$ cat src/rtl/pc_sel_ctrl_if.sv
// Request/response bundle between the pipeline control and the next-PC source controller.
// The master side raises stall and redirect requests; the slave side drives the mux select and the pipeline enables.
interface pc_sel_ctrl_if #(
   parameter int CNT_W = 16
);
   logic             freeze;
   logic             hazard_stall;
   logic             branch_taken_ex;
   logic             jump_id;
   logic             jr_id;
   logic [2:0]       pc_sel;
   logic             pc_write;
   logic             ifid_write;
   logic             ifid_flush;
   logic             idex_flush;
   logic [CNT_W-1:0] redirect_cnt;
   logic             err;

   modport master (
      output freeze, hazard_stall, branch_taken_ex, jump_id, jr_id,
      input  pc_sel, pc_write, ifid_write, ifid_flush, idex_flush, redirect_cnt, err
   );

   modport slave (
      input  freeze, hazard_stall, branch_taken_ex, jump_id, jr_id,
      output pc_sel, pc_write, ifid_write, ifid_flush, idex_flush, redirect_cnt, err
   );
endinterface

$ cat src/rtl/pc_sel_ctrl.sv
// Next-PC source controller: prioritises EX/ID redirects against stalls, drives the one-hot
// next-PC mux select and pipeline enables, and holds a frozen redirect until the freeze lifts.
module pc_sel_ctrl #(
   parameter int CNT_W      = 16,
   parameter bit DELAY_SLOT = 1'b0
) (
   input  logic        clk,
   input  logic        rst_n,
   pc_sel_ctrl_if.slave bus
);
   typedef enum logic {RUN = 1'b0, HOLD = 1'b1} state_t;

   localparam logic [2:0] SEL_SEQ = 3'b000;
   localparam logic [2:0] SEL_BR  = 3'b001;
   localparam logic [2:0] SEL_J   = 3'b010;
   localparam logic [2:0] SEL_JR  = 3'b100;

   state_t           state_r, state_s;
   logic [2:0]       latched_r, latched_s;
   logic [CNT_W-1:0] cnt_r;
   logic             err_r;

   logic [2:0]       req_s;
   logic [2:0]       sel_s;
   logic             pc_write_s, ifid_write_s, ifid_flush_s, idex_flush_s;
   logic             commit_s;

   // Flushes owed by a committed redirect: {ifid_flush, idex_flush}.
   function automatic logic [1:0] flush_of(input logic [2:0] code);
      logic [1:0] f;
      case (code)
         SEL_BR:         f = 2'b11;
         SEL_J, SEL_JR:  f = {~DELAY_SLOT, 1'b0};
         default:        f = 2'b00;
      endcase
      return f;
   endfunction

   // Prioritised request code; a hazard stall suppresses ID requests but never a branch.
   always_comb begin
      req_s = SEL_SEQ;
      if (bus.branch_taken_ex) begin
         req_s = SEL_BR;
      end else if (bus.hazard_stall) begin
         req_s = SEL_SEQ;
      end else if (bus.jr_id) begin
         req_s = SEL_JR;
      end else if (bus.jump_id) begin
         req_s = SEL_J;
      end else begin
         req_s = SEL_SEQ;
      end
   end

   // Next-state and output decode.
   always_comb begin
      state_s      = state_r;
      latched_s    = latched_r;
      sel_s        = SEL_SEQ;
      pc_write_s   = 1'b0;
      ifid_write_s = 1'b0;
      ifid_flush_s = 1'b0;
      idex_flush_s = 1'b0;
      commit_s     = 1'b0;
      case (state_r)
         RUN: begin
            if (bus.freeze) begin
               sel_s = req_s;
               if (req_s != SEL_SEQ) begin
                  latched_s = req_s;
                  state_s   = HOLD;
               end else begin
                  latched_s = latched_r;
               end
            end else if (!bus.branch_taken_ex && bus.hazard_stall) begin
               idex_flush_s = 1'b1;
            end else begin
               sel_s        = req_s;
               pc_write_s   = 1'b1;
               ifid_write_s = 1'b1;
               {ifid_flush_s, idex_flush_s} = flush_of(req_s);
               commit_s     = (req_s != SEL_SEQ);
            end
         end
         HOLD: begin
            sel_s = latched_r;
            if (!bus.freeze) begin
               pc_write_s   = 1'b1;
               ifid_write_s = 1'b1;
               {ifid_flush_s, idex_flush_s} = flush_of(latched_r);
               commit_s     = 1'b1;
               state_s      = RUN;
            end else begin
               state_s = HOLD;
            end
         end
         default: begin
            state_s = RUN;
         end
      endcase
   end

   // State, latched code, saturating counter and sticky error.
   always_ff @(posedge clk) begin
      if (!rst_n) begin
         state_r   <= RUN;
         latched_r <= SEL_SEQ;
         cnt_r     <= {CNT_W{1'b0}};
         err_r     <= 1'b0;
      end else begin
         state_r   <= state_s;
         latched_r <= latched_s;
         if (commit_s && (cnt_r != {CNT_W{1'b1}})) begin
            cnt_r <= cnt_r + {{(CNT_W-1){1'b0}}, 1'b1};
         end
         err_r <= err_r | (bus.jump_id & bus.jr_id);
      end
   end

   // Everything reads as zero while reset is held, including the not-yet-cleared registers.
   assign bus.pc_sel       = rst_n ? sel_s : SEL_SEQ;
   assign bus.pc_write     = rst_n & pc_write_s;
   assign bus.ifid_write   = rst_n & ifid_write_s;
   assign bus.ifid_flush   = rst_n & ifid_flush_s;
   assign bus.idex_flush   = rst_n & idex_flush_s;
   assign bus.redirect_cnt = rst_n ? cnt_r : {CNT_W{1'b0}};
   assign bus.err          = rst_n & err_r;
endmodule
$ cat src/flat_wrapper.sv
// flat-port wrapper written by rule: the top's interface ports become plain ports
module pc_sel_ctrl_flat 
#(
   parameter int CNT_W      = 16,
   parameter bit DELAY_SLOT = 1'b0
)
  (clk, rst_n, bus_freeze, bus_hazard_stall, bus_branch_taken_ex, bus_jump_id, bus_jr_id, bus_pc_sel, bus_pc_write, bus_ifid_write, bus_ifid_flush, bus_idex_flush, bus_redirect_cnt, bus_err);
  pc_sel_ctrl_if #(.CNT_W(CNT_W)) bus_i ();
  input  logic clk;
  input  logic rst_n;
  input wire logic [$bits(bus_i.freeze)-1:0] bus_freeze;
  input wire logic [$bits(bus_i.hazard_stall)-1:0] bus_hazard_stall;
  input wire logic [$bits(bus_i.branch_taken_ex)-1:0] bus_branch_taken_ex;
  input wire logic [$bits(bus_i.jump_id)-1:0] bus_jump_id;
  input wire logic [$bits(bus_i.jr_id)-1:0] bus_jr_id;
  output wire logic [$bits(bus_i.pc_sel)-1:0] bus_pc_sel;
  output wire logic [$bits(bus_i.pc_write)-1:0] bus_pc_write;
  output wire logic [$bits(bus_i.ifid_write)-1:0] bus_ifid_write;
  output wire logic [$bits(bus_i.ifid_flush)-1:0] bus_ifid_flush;
  output wire logic [$bits(bus_i.idex_flush)-1:0] bus_idex_flush;
  output wire logic [$bits(bus_i.redirect_cnt)-1:0] bus_redirect_cnt;
  output wire logic [$bits(bus_i.err)-1:0] bus_err;
  assign bus_i.freeze = bus_freeze;
  assign bus_i.hazard_stall = bus_hazard_stall;
  assign bus_i.branch_taken_ex = bus_branch_taken_ex;
  assign bus_i.jump_id = bus_jump_id;
  assign bus_i.jr_id = bus_jr_id;
  assign bus_pc_sel = bus_i.pc_sel;
  assign bus_pc_write = bus_i.pc_write;
  assign bus_ifid_write = bus_i.ifid_write;
  assign bus_ifid_flush = bus_i.ifid_flush;
  assign bus_idex_flush = bus_i.idex_flush;
  assign bus_redirect_cnt = bus_i.redirect_cnt;
  assign bus_err = bus_i.err;
  pc_sel_ctrl #(.CNT_W(CNT_W), .DELAY_SLOT(DELAY_SLOT)) u_core (.clk(clk), .rst_n(rst_n), .bus(bus_i));
endmodule
$ cat config.mk
export PLATFORM = sky130hd
export DESIGN_NAME = pc_sel_ctrl_flat
export DESIGN_NICKNAME = d
export VERILOG_FILES = /design/src/rtl/pc_sel_ctrl_if.sv /design/src/rtl/pc_sel_ctrl.sv /design/src/flat_wrapper.sv
export SDC_FILE = /design/constraint.sdc
export NUM_CORES = 1
export LEC_CHECK = 0
export ABC_AREA = 0
export BUFFER_PORTS_ARGS = -buffer_cell sky130_fd_sc_hd__buf_2
export CORE_ASPECT_RATIO = 0.5
export CORE_UTILIZATION = 35
export CTS_BUF_LIST = sky130_fd_sc_hd__clkbuf_2
export CTS_CLUSTER_SIZE = 28
export DETAILED_ROUTE_END_ITERATION = 10
export PLACE_DENSITY = 0.57
export SYNTH_ARGS = -nofsm -noshare
export SYNTH_HDL_FRONTEND = slang
export SYNTH_SLANG_ARGS = --single-unit
export TNS_END_PERCENT = 50
$ cat constraint.sdc
create_clock -name clk -period 1.8 [get_ports clk]
set_clock_uncertainty 0.1 [all_clocks]
set_input_delay 0.36 -clock clk [delete_from_list [all_inputs] [get_ports clk]]
set_output_delay 0.36 -clock clk [all_outputs]
set_load 0.05 [all_outputs]
Yosys cells after proc, flatten, opt, wreduce, memory -nomap -nowiden
Cells that the tools add are included.

Memory bits (writable): 0. Output and inout bits: 24. Memories: 0. Bits in latches: 0. Logic and storage cells: 56. Flip-flop bits (word level): 21. Input port bits: 7. Memory bits (read-only): 0.

Bitwise operators: 7. Mux-type cells: 30. Divide/modulo/power cells: 0. Magnitude comparators: 0. Eq/ne operators: 7. Add/subtract/negate cells: 1. Shifts and indexed selects: 0. $mul: 0. Reductions and logical operators: 7.

Operators by type and width (count): two-way mux 3 bit (6); adder 16 x 1 -> 16 bit (second input constant) (1); two-way mux 16 bit (1); != test 16 bit (second input constant) (1); two-way mux 1 bit (14); one-hot mux 1 bit (2 select lines) (5); one-hot mux 2 bit (2 select lines) (2); equality test 3 x 1 -> 1 bit (second input constant) (2); equality test 3 x 2 -> 1 bit (second input constant) (2); equality test 3 bit (second input constant) (2); one-hot mux 3 bit (2 select lines) (1); AND 1 bit (5); OR reduction 2 bit (2); AND reduction 3 bit (1); nonzero test 3 bit (1); logical AND 1 bit (2); two-way mux 2 bit (1); logical NOT 1 bit (1); NOT 1 bit (1); OR 1 bit (1).

Logic depth before layout (Yosys ltp)
Gate-level depths: netlist of run 1.

Depth after elaboration: 11. Mapped depth: 5.

Worst setup path before layout of run 1
No wires, ideal clock.

Kind: input to output. From: input port rst_n. To: output port bus_ifid_flush. Arrival time: 2044 ps. Path slack: -704 ps. Buffers on the path: 1. Stages on the path: 4. Required time: 1340 ps. Cells stage by stage: clkbuf_1 nand2_1 a21oi_1 o211a_1.

Word-level cells in the longest chain between the ends: 1.

RTL lines: start: declaration (line flat_wrapper.sv:10) `input logic rst_n;`; AND 1 bit (line pc_sel_ctrl.sv:124) `assign bus.ifid_flush = rst_n & ifid_flush_s;`; end: declaration (line flat_wrapper.sv:19) `output wire logic [$bits(bus_i.ifid_flush)-1:0] bus_ifid_flush;`.

No other way between the ends.

Final worst setup path of run 1
From: register u_core.state_r. To: output port bus_idex_flush.

Word-level cells in the longest chain between the ends: 3.

RTL lines: start: declaration (line pc_sel_ctrl.sv:18) `state_t state_r, state_s;`; start signal: assignment (line pc_sel_ctrl.sv:111) `state_r <= state_s;`; NOT 1 bit (line pc_sel_ctrl.sv:65) `case (state_r)`; one-hot mux 1 bit (2 select lines) * (line pc_sel_ctrl.sv:65); AND 1 bit * (line pc_sel_ctrl.sv:125) `assign bus.idex_flush = rst_n & idex_flush_s;`; end: declaration (line flat_wrapper.sv:20) `output wire logic [$bits(bus_i.idex_flush)-1:0] bus_idex_flush;`.

Every way passes the cells marked *; elsewhere a longest branch is shown, timed or not.

==> results of run 1 <==
## power by group
group / internal, W / switching (W)
registers: 0.000476 / 0.00000945
logic: 0.0000818 / 0.000113
clock network: 0.0000504 / 0.000169
## cells in the final DEF, fill, tap and decap left out, types with 2 or more instances in the layout
cell       n
buf_4     40
buf_2     20
nor2_1    15
and2_1    15
a21oi_1   12
dfxtp_1   12
nand2_1   11
dfxtp_2    8
o31ai_1    7
or4_1      6
mux2i_1    5
buf_6      5
and3_1     4
clkbuf_4   4
inv_1      3
nand4_1    3
o21ai_0    3
nand3_2    3
mux2_4     3
clkbuf_2   3
nor4b_2    2
nand2b_1   2
o211ai_1   2
o41ai_1    2
or3_1      2
mux2_2     2
## tightest hold or removal path: cells and delay by family
| kind | cells | cell delay (ns) |
|---|---|---|
| AO/OA/AOI/OAI | 1 | 0.05 |
| AND/OR/NAND/NOR | 1 | 0.07 |
| buffers and inverters | 2 | 0.19 |
## registers in the layout, indices dropped and copies added, names as in the netlist
register          cells
u_core.cnt_r         16
u_core.latched_r      3
u_core.err_r          1
u_core.state_r        1
## cell usage after synthesis, drive strengths merged (3+ instances only)
cell / number
dfxtp: 21
and2: 16
nor2: 16
a21oi: 13
nand2: 12
o31ai: 7
or4: 7
and3: 5
mux2: 5
mux2i: 5
clkbuf: 4
nand3: 4
nand4: 4
o21ai: 4
buf: 3
inv: 3
## final timing paths
path / startpoint / end / slack [ns] / cells after the start
setup / recovery: u_core.state_r$_SDFF_PN0_ / bus_idex_flush / -0.06 / 4
hold / removal: bus_jump_id / u_core.err_r$_SDFF_PN0_ / 0.24 / 4
setup reg to reg: u_core.cnt_r[1]$_SDFFE_PN0P_ / u_core.cnt_r[2]$_SDFFE_PN0P_ / 0.01 / 5
hold reg to reg: u_core.err_r$_SDFF_PN0_ / u_core.err_r$_SDFF_PN0_ / 0.41 / 2
## metal layers
metal  track usage [%]  up-vias
li1                  -      708
met1             26.26      655
met2             29.38       19
met3             4.388        2
met4             3.279        0
met5                 0        -
## logic make-up (layout without fill, tap and decap cells)
| group | Yosys count | after routing | share of synthesized area (%) |
|---|---|---|---|
| compound gates | 34 | 34 | 17.54 |
| xor+xnor | 1 | 1 | 0.6824 |
| fa+ha+maj | 1 | 1 | 0.9745 |
| buf+inv | 10 | 76 | 3.411 |
| flops | 21 | 21 | 32.75 |
| mux | 10 | 10 | 8.284 |
| simple gates | 79 | 79 | 36.36 |
## final cells by class
type,count,area (sq um),share of cell area (%)
Tap cell,51,63.81,3.314
Clock buffer,3,15.01,0.7797
Timing Repair Buffer,69,486.7,25.28
Multi-Input combinational cell,125,909.6,47.24
Inverter,3,11.26,0.5848
Sequential cell,21,434.2,22.55
Clock inverter,1,5.005,0.2599
## metrics by stage
step                      setup TNS, ns  instance area [sq um]  instances  hold slack (ns)
after CTS                       -0.1290                   1878        272           0.2355
after global placement          -0.5098                   1759        266           0.3437
after floorplan                  -1.468                   1308        156           0.3292
final                           -0.1975                   1926        273           0.2430
after global routing            -0.7245                   1926        273           0.2682
after detailed placement        -0.8511                   1759        266           0.3593
## timing repair
item | 4_1_cts | 5_1_grt
buffers inserted | 2 | 1
pin swaps | 7 | 4
setup endpoints to repair | 16 | 17
resized for setup | 25 | 14
hold buffers | 0 | 0
==> results.md, run 1 <==
- Root Buffer: clkbuf_2
- Clk Latency, worst-skew pair: between 0.3 and 0.4 ns
- Area share of the largest cell type after synthesis: between 30% and 40%
- Seq/Total Area, Yosys: around a third
- Wire length on met2: between 1 and 1.5 mm
- CTS tree: yes
- Final setup viols: 6
- WP buf/inv: 2
- DRT Pass-1 Iters: 4
- Total global routing overflow: 0
- Tot GR Track Use: between 10% and 20%
- Worst vdd ir: ~220 uV
- Area contributors post-synth: dfxtp_1 33%, and2_1 7.3%, a21oi_1 5.1%, nor2_1 4.7%, mux2_2 4.4%
- Max Clk Rate: about 540 MHz
- Wire length on met3: roughly 110 um
- Post-synth EDFFs: 0
- Fraction of layout cells with a size suffix above 1: between 40% and 50%
- Worst-margin pin slew: around 0.56 ns
- Final Critical Period: about 1.9 ns
- Largest net degree at the start of global routing: 16
- Crit path largest cell delay: roughly 0.43 ns
- Status: finished with violations
- Worst min path class: in2reg
- Synthesized area per cell: roughly 8.2 sq um
- Post-DP HPWL: between 2 and 3 mm
- Family with the most delay on the worst path: flip-flops
- Starting Density: between 30% and 40%
- Synth async-reset ratio: 0%
- Clock Path Buffers: 2
- Post-synthesis cell count: 156
- Initial antenna violation count: 0
- Slew HR: a little over three fifths
- Die H: 44.83 um
- H-tree levels: 1
- CP Max Fanout: 4
- Reg clk slew, reported paths: approximately 0.24 ns
- Data required time at the worst endpoint: 1.34 ns
- N_diodes: 0
- Worst path cell trace: buf_4, nor3_2, a211oi_4, buf_6
- Final GP Congestion: 0.8326
- IO Count: 31
- Critical path startpoint category: flop
- CTS Sinks: 21
- PnR worst setup slack: -0.06215 ns
- Power Dens Cells: ~470 nW/um^2
- Max Used Layer: met4
- Distinct cell type count after synthesis: 43
- Initial DRC count: 45
- # nets final: ~230
- Metal-1 WL: between 1.5 and 2 mm
- Vias in the first global route: roughly 1200
- Max Cap Viol: 0
- Num CTS Buffers: 3
- Mapped Area: 1284 sq um
- Routed vias/inst: 5.070
- Area grow syn2layout: 50.00%
- Routed Wire Length: between 3 and 4 mm
- Post-synth top flop: dfxtp_1
- Leading area contributor after synthesis: dfxtp_1
- Crit path max-delay cell type: dfxtp_4
- Lkg Pwr: roughly 0.87 nW
- Residual DRC count: 0
- Routed Antenna Nets: 0
- Die Span X: between 80 and 90 um
- Post-synthesis net count: 164
- CP Capture Type: primary output
- Final hold vios: 0
- CORE AREA: roughly 3500 sq um
- Period utilization: 103.5%
- Port bufs: 30
- Fill cells: approximately 320
- First-pass GRT wire length: around 5.6 mm
- Fin util: 55.46%
- Die ar.: roughly 3900 sq um
- Critical path class: reg2out
- Total power: ~0.0009 W
- Number of placement rows: 15
- Wire per inst: ~13 um
- #FFs+latches synth: 21
- Critical Path AT: approximately 1.4 ns
- Yosys warns: 0
- Failing checks: setup timing
- Final Max Tran Viols: 0
- RSZ-0062 raised after global routing: true
- Pre-CTS WS: -0.1405 ns
- Via count: 1384
(Power assumes the default switching activity.)
==> run 2: changes to the inputs <==
--- a/config.mk
+++ b/config.mk
@@ -8,11 +8,13 @@
 export ABC_AREA = 0
 export BUFFER_PORTS_ARGS = -buffer_cell sky130_fd_sc_hd__buf_2
 export CORE_ASPECT_RATIO = 0.5
-export CORE_UTILIZATION = 35
+export CORE_UTILIZATION = 30
 export CTS_BUF_LIST = sky130_fd_sc_hd__clkbuf_2
 export CTS_CLUSTER_SIZE = 28
 export DETAILED_ROUTE_END_ITERATION = 10
-export PLACE_DENSITY = 0.57
+export PLACE_DENSITY = 0.51
+export SETUP_SLACK_MARGIN = 0.1
+export SKIP_CTS_REPAIR_TIMING = 1
 export SYNTH_ARGS = -nofsm -noshare
 export SYNTH_HDL_FRONTEND = slang
 export SYNTH_SLANG_ARGS = --single-unit
==> run 2 against run 1 <==
Clock power fell by 5%. Final cell count rose by 1.5%. Non-clock buffer count grew 1. Critical path depth unchanged. First-iteration DRC count rose by 4.4%. Clock-buffer cell count unchanged. Wire length is 13% higher. The run still ends with setup timing left. Power is 0.85% higher. Fmax up 1.0%. Via count rose by 2.0%.
==> results.md, run 2 (same netlist as run 1, synthesis figures left out) <==
- Num CTS Buffers: 3 (unchanged)
- Largest registers: u_core.cnt_r: 16 flops, u_core.latched_r: 3 flops
- Wire per inst: 14.17 um (+11%)
- Hold wc startpoint: bus_jump_id
- Root Buffer: clkbuf_2
- Final Max Tran Viols: 0 (unchanged)
- CTS Sinks: 21 (unchanged)
- Post-DP HPWL: 2.859 mm (+11%)
- Final Critical Period: 1.844 ns (-0.01837 ns)
- Routed Antenna Nets: 0 (unchanged)
- Port bufs: 30 (unchanged)
- Worst-margin pin slew: 0.4161 ns (-0.1437 ns)
- Fin util: 54.25% (-1.2 points)
- Max Cap Viol: 0 (unchanged)
- Hold path depth: 3 (-1)
- Total power: 0.0009070 W (+0.85%)
- Final GP Congestion: 0.7828 (-6.0%)
- CP Max Fanout: 4 (unchanged)
- Lkg Pwr: 0.9278 nW (+6.4%)
- Largest net degree at the start of global routing: 13 (-3)
- Final hold vios: 0 (unchanged)
- Most flop-heavy register: u_core.cnt_r
- # nets final: 232 (+0.43%)
- Largest register FFs: 16 (unchanged)
- Vias in the first global route: 1168 (-4.1%)
- Final setup viols: 3 (-3)
- Worst min path class: in2reg
- Status: finished with violations
- Fraction of layout cells with a size suffix above 1: 60.99% (+14 points)
- Most frequent cells in the layout: 43 x buf_4, 14 x and2_1, 14 x buf_6
- Pre-CTS WS: -0.1553 ns (-0.01479 ns)
- Die H: 48.26 um (+7.7%)
- Clk Latency, worst-skew pair: 0.34 ns (about the same)
- Critical path class: reg2out
- Data required time at the worst endpoint: 1.34 ns (about the same)
- CTS tree: yes
- Max Clk Rate: 542.4 MHz (+1.0%)
- First-pass GRT wire length: 5.464 mm (-3.1%)
- N_diodes: 0 (unchanged)
- Most common cell after layout, fill and taps aside: buf_4
- FF-to-FF End: u_core.cnt_r[0]$_SDFFE_PN0P_
- Hold Path Sink: u_core.err_r$_SDFF_PN0_
- Area grow syn2layout: 69.20%
- CORE AREA: 4004 sq um (+15%)
- Total global routing overflow: 0 (unchanged)
- Slew HR: 72.23% (+9.5 points)
- Critical path startpoint category: flop
- Tot GR Track Use: 16.21% (-2.3 points)
- DRT Pass-1 Iters: 4 (unchanged)
- Via count: 1412 (+2.0%)
- Number of placement rows: 16 (+1)
- CP Capture Type: primary output
- RR Startpoint: u_core.cnt_r[0]$_SDFFE_PN0P_
- Die Span X: 94.51 um (+7.8%)
- Failing checks: setup timing
- Period utilization: 102.4% (-1.0 points)
- Routed vias/inst: 5.097 (+0.55%)
- Critical Path AT: 1.38 ns (-0.02 ns)
- H-tree levels: 1 (unchanged)
- Power Dens Cells: 417.6 nW/um^2 (-11%)
- Die ar.: 4561 sq um (+16%)
- Initial DRC count: 47 (+4.4%)
- Worst vdd ir: 193.1 uV (-12%)
- Starting Density: 32.06% (-4.9 points)
- Worst reg-to-reg setup slack: -0.01 ns (-0.02 ns)
- RSZ-0062 raised after global routing: true
- Residual DRC count: 0 (unchanged)
- Routed Wire Length: 3.926 mm (+13%)
- R2R cell count: 5 (unchanged)
- Clock Path Buffers: 2 (unchanged)
- IO Count: 31 (unchanged)
- PnR worst setup slack: -0.04379 ns (+0.01837 ns)
- Initial antenna violation count: 0 (unchanged)
- Reg clk slew, reported paths: 0.23 ns (about the same)
## run 2: changes by cell type in the layout (fill, tap and decap cells not counted), moves of 3 or more
cell / change
or4_1: -3
buf_4: +3
buf_2: -10
dfxtp_4: +3
nor2_1: -3
dfxtp_2: +5
a21oi_2: +3
buf_6: +9
a21oi_1: -5
dfxtp_1: -8
or4_4: +3
## run 2: critical path: stages (launching register included)
cell	delay (ns)
dfxtp_4	0.42
buf_4	0.13
nor3_1	0.05
a211oi_2	0.25
buf_6	0.20
## run 2: worst max-delay path by stage
| stage | from | to | slack, ns | depth (start not counted) |
|---|---|---|---|---|
| floorplan | u_core.cnt_r[1]$_SDFFE_PN0P_ | u_core.cnt_r[0]$_SDFFE_PN0P_ | -0.001 | 5 |
| global placement | bus_branch_taken_ex | bus_pc_sel[1] | -0.1 | 5 |
| detailed placement | bus_branch_taken_ex | bus_pc_sel[1] | -0.16 | 5 |
| CTS | bus_branch_taken_ex | bus_pc_sel[1] | -0.17 | 5 |
| global route | u_core.state_r$_SDFF_PN0_ | bus_idex_flush | -0.1 | 4 |
| finish | u_core.state_r$_SDFF_PN0_ | bus_idex_flush | -0.04 | 4 |
## run 2: final cells by class
class                   instances  area [sq um]
clock buffers                   3         15.01
inverters                       3         11.26
repair buffers                 70         560.5
flip-flops and latches         21         451.7
clock inverters                 1         5.005
fillers                       395          1832
multi-input cells             125          1061
well taps                      54         67.56
## run 2: power by group
group / switching, W / internal, W
clock: 0.000159 / 0.0000504
sequential: 0.0000104 / 0.000472
combinational: 0.000122 / 0.0000930
total: 0.000292 / 0.000615
## run 2: layer usage
| layer | share of wire, % | track usage (%) |
|---|---|---|
| met5 | 0 | 0 |
| met4 | 0.36 | 1.515 |
| met3 | 2.8 | 3.738 |
| met2 | 47 | 27.10 |
| met1 | 49 | 22.65 |
## run 2: stage by stage
step,setup TNS [ns],instance area [sq um],hold slack (ns),std cells
after floorplan,-0.0009690,1356,0.3292,156
after global placement,-0.2636,1821,0.3597,271
after detailed placement,-0.4209,1821,0.3643,271
after CTS,-0.8487,1841,0.1810,275
after global routing,-0.4906,2172,0.2109,277
final,-0.07339,2172,0.2017,277
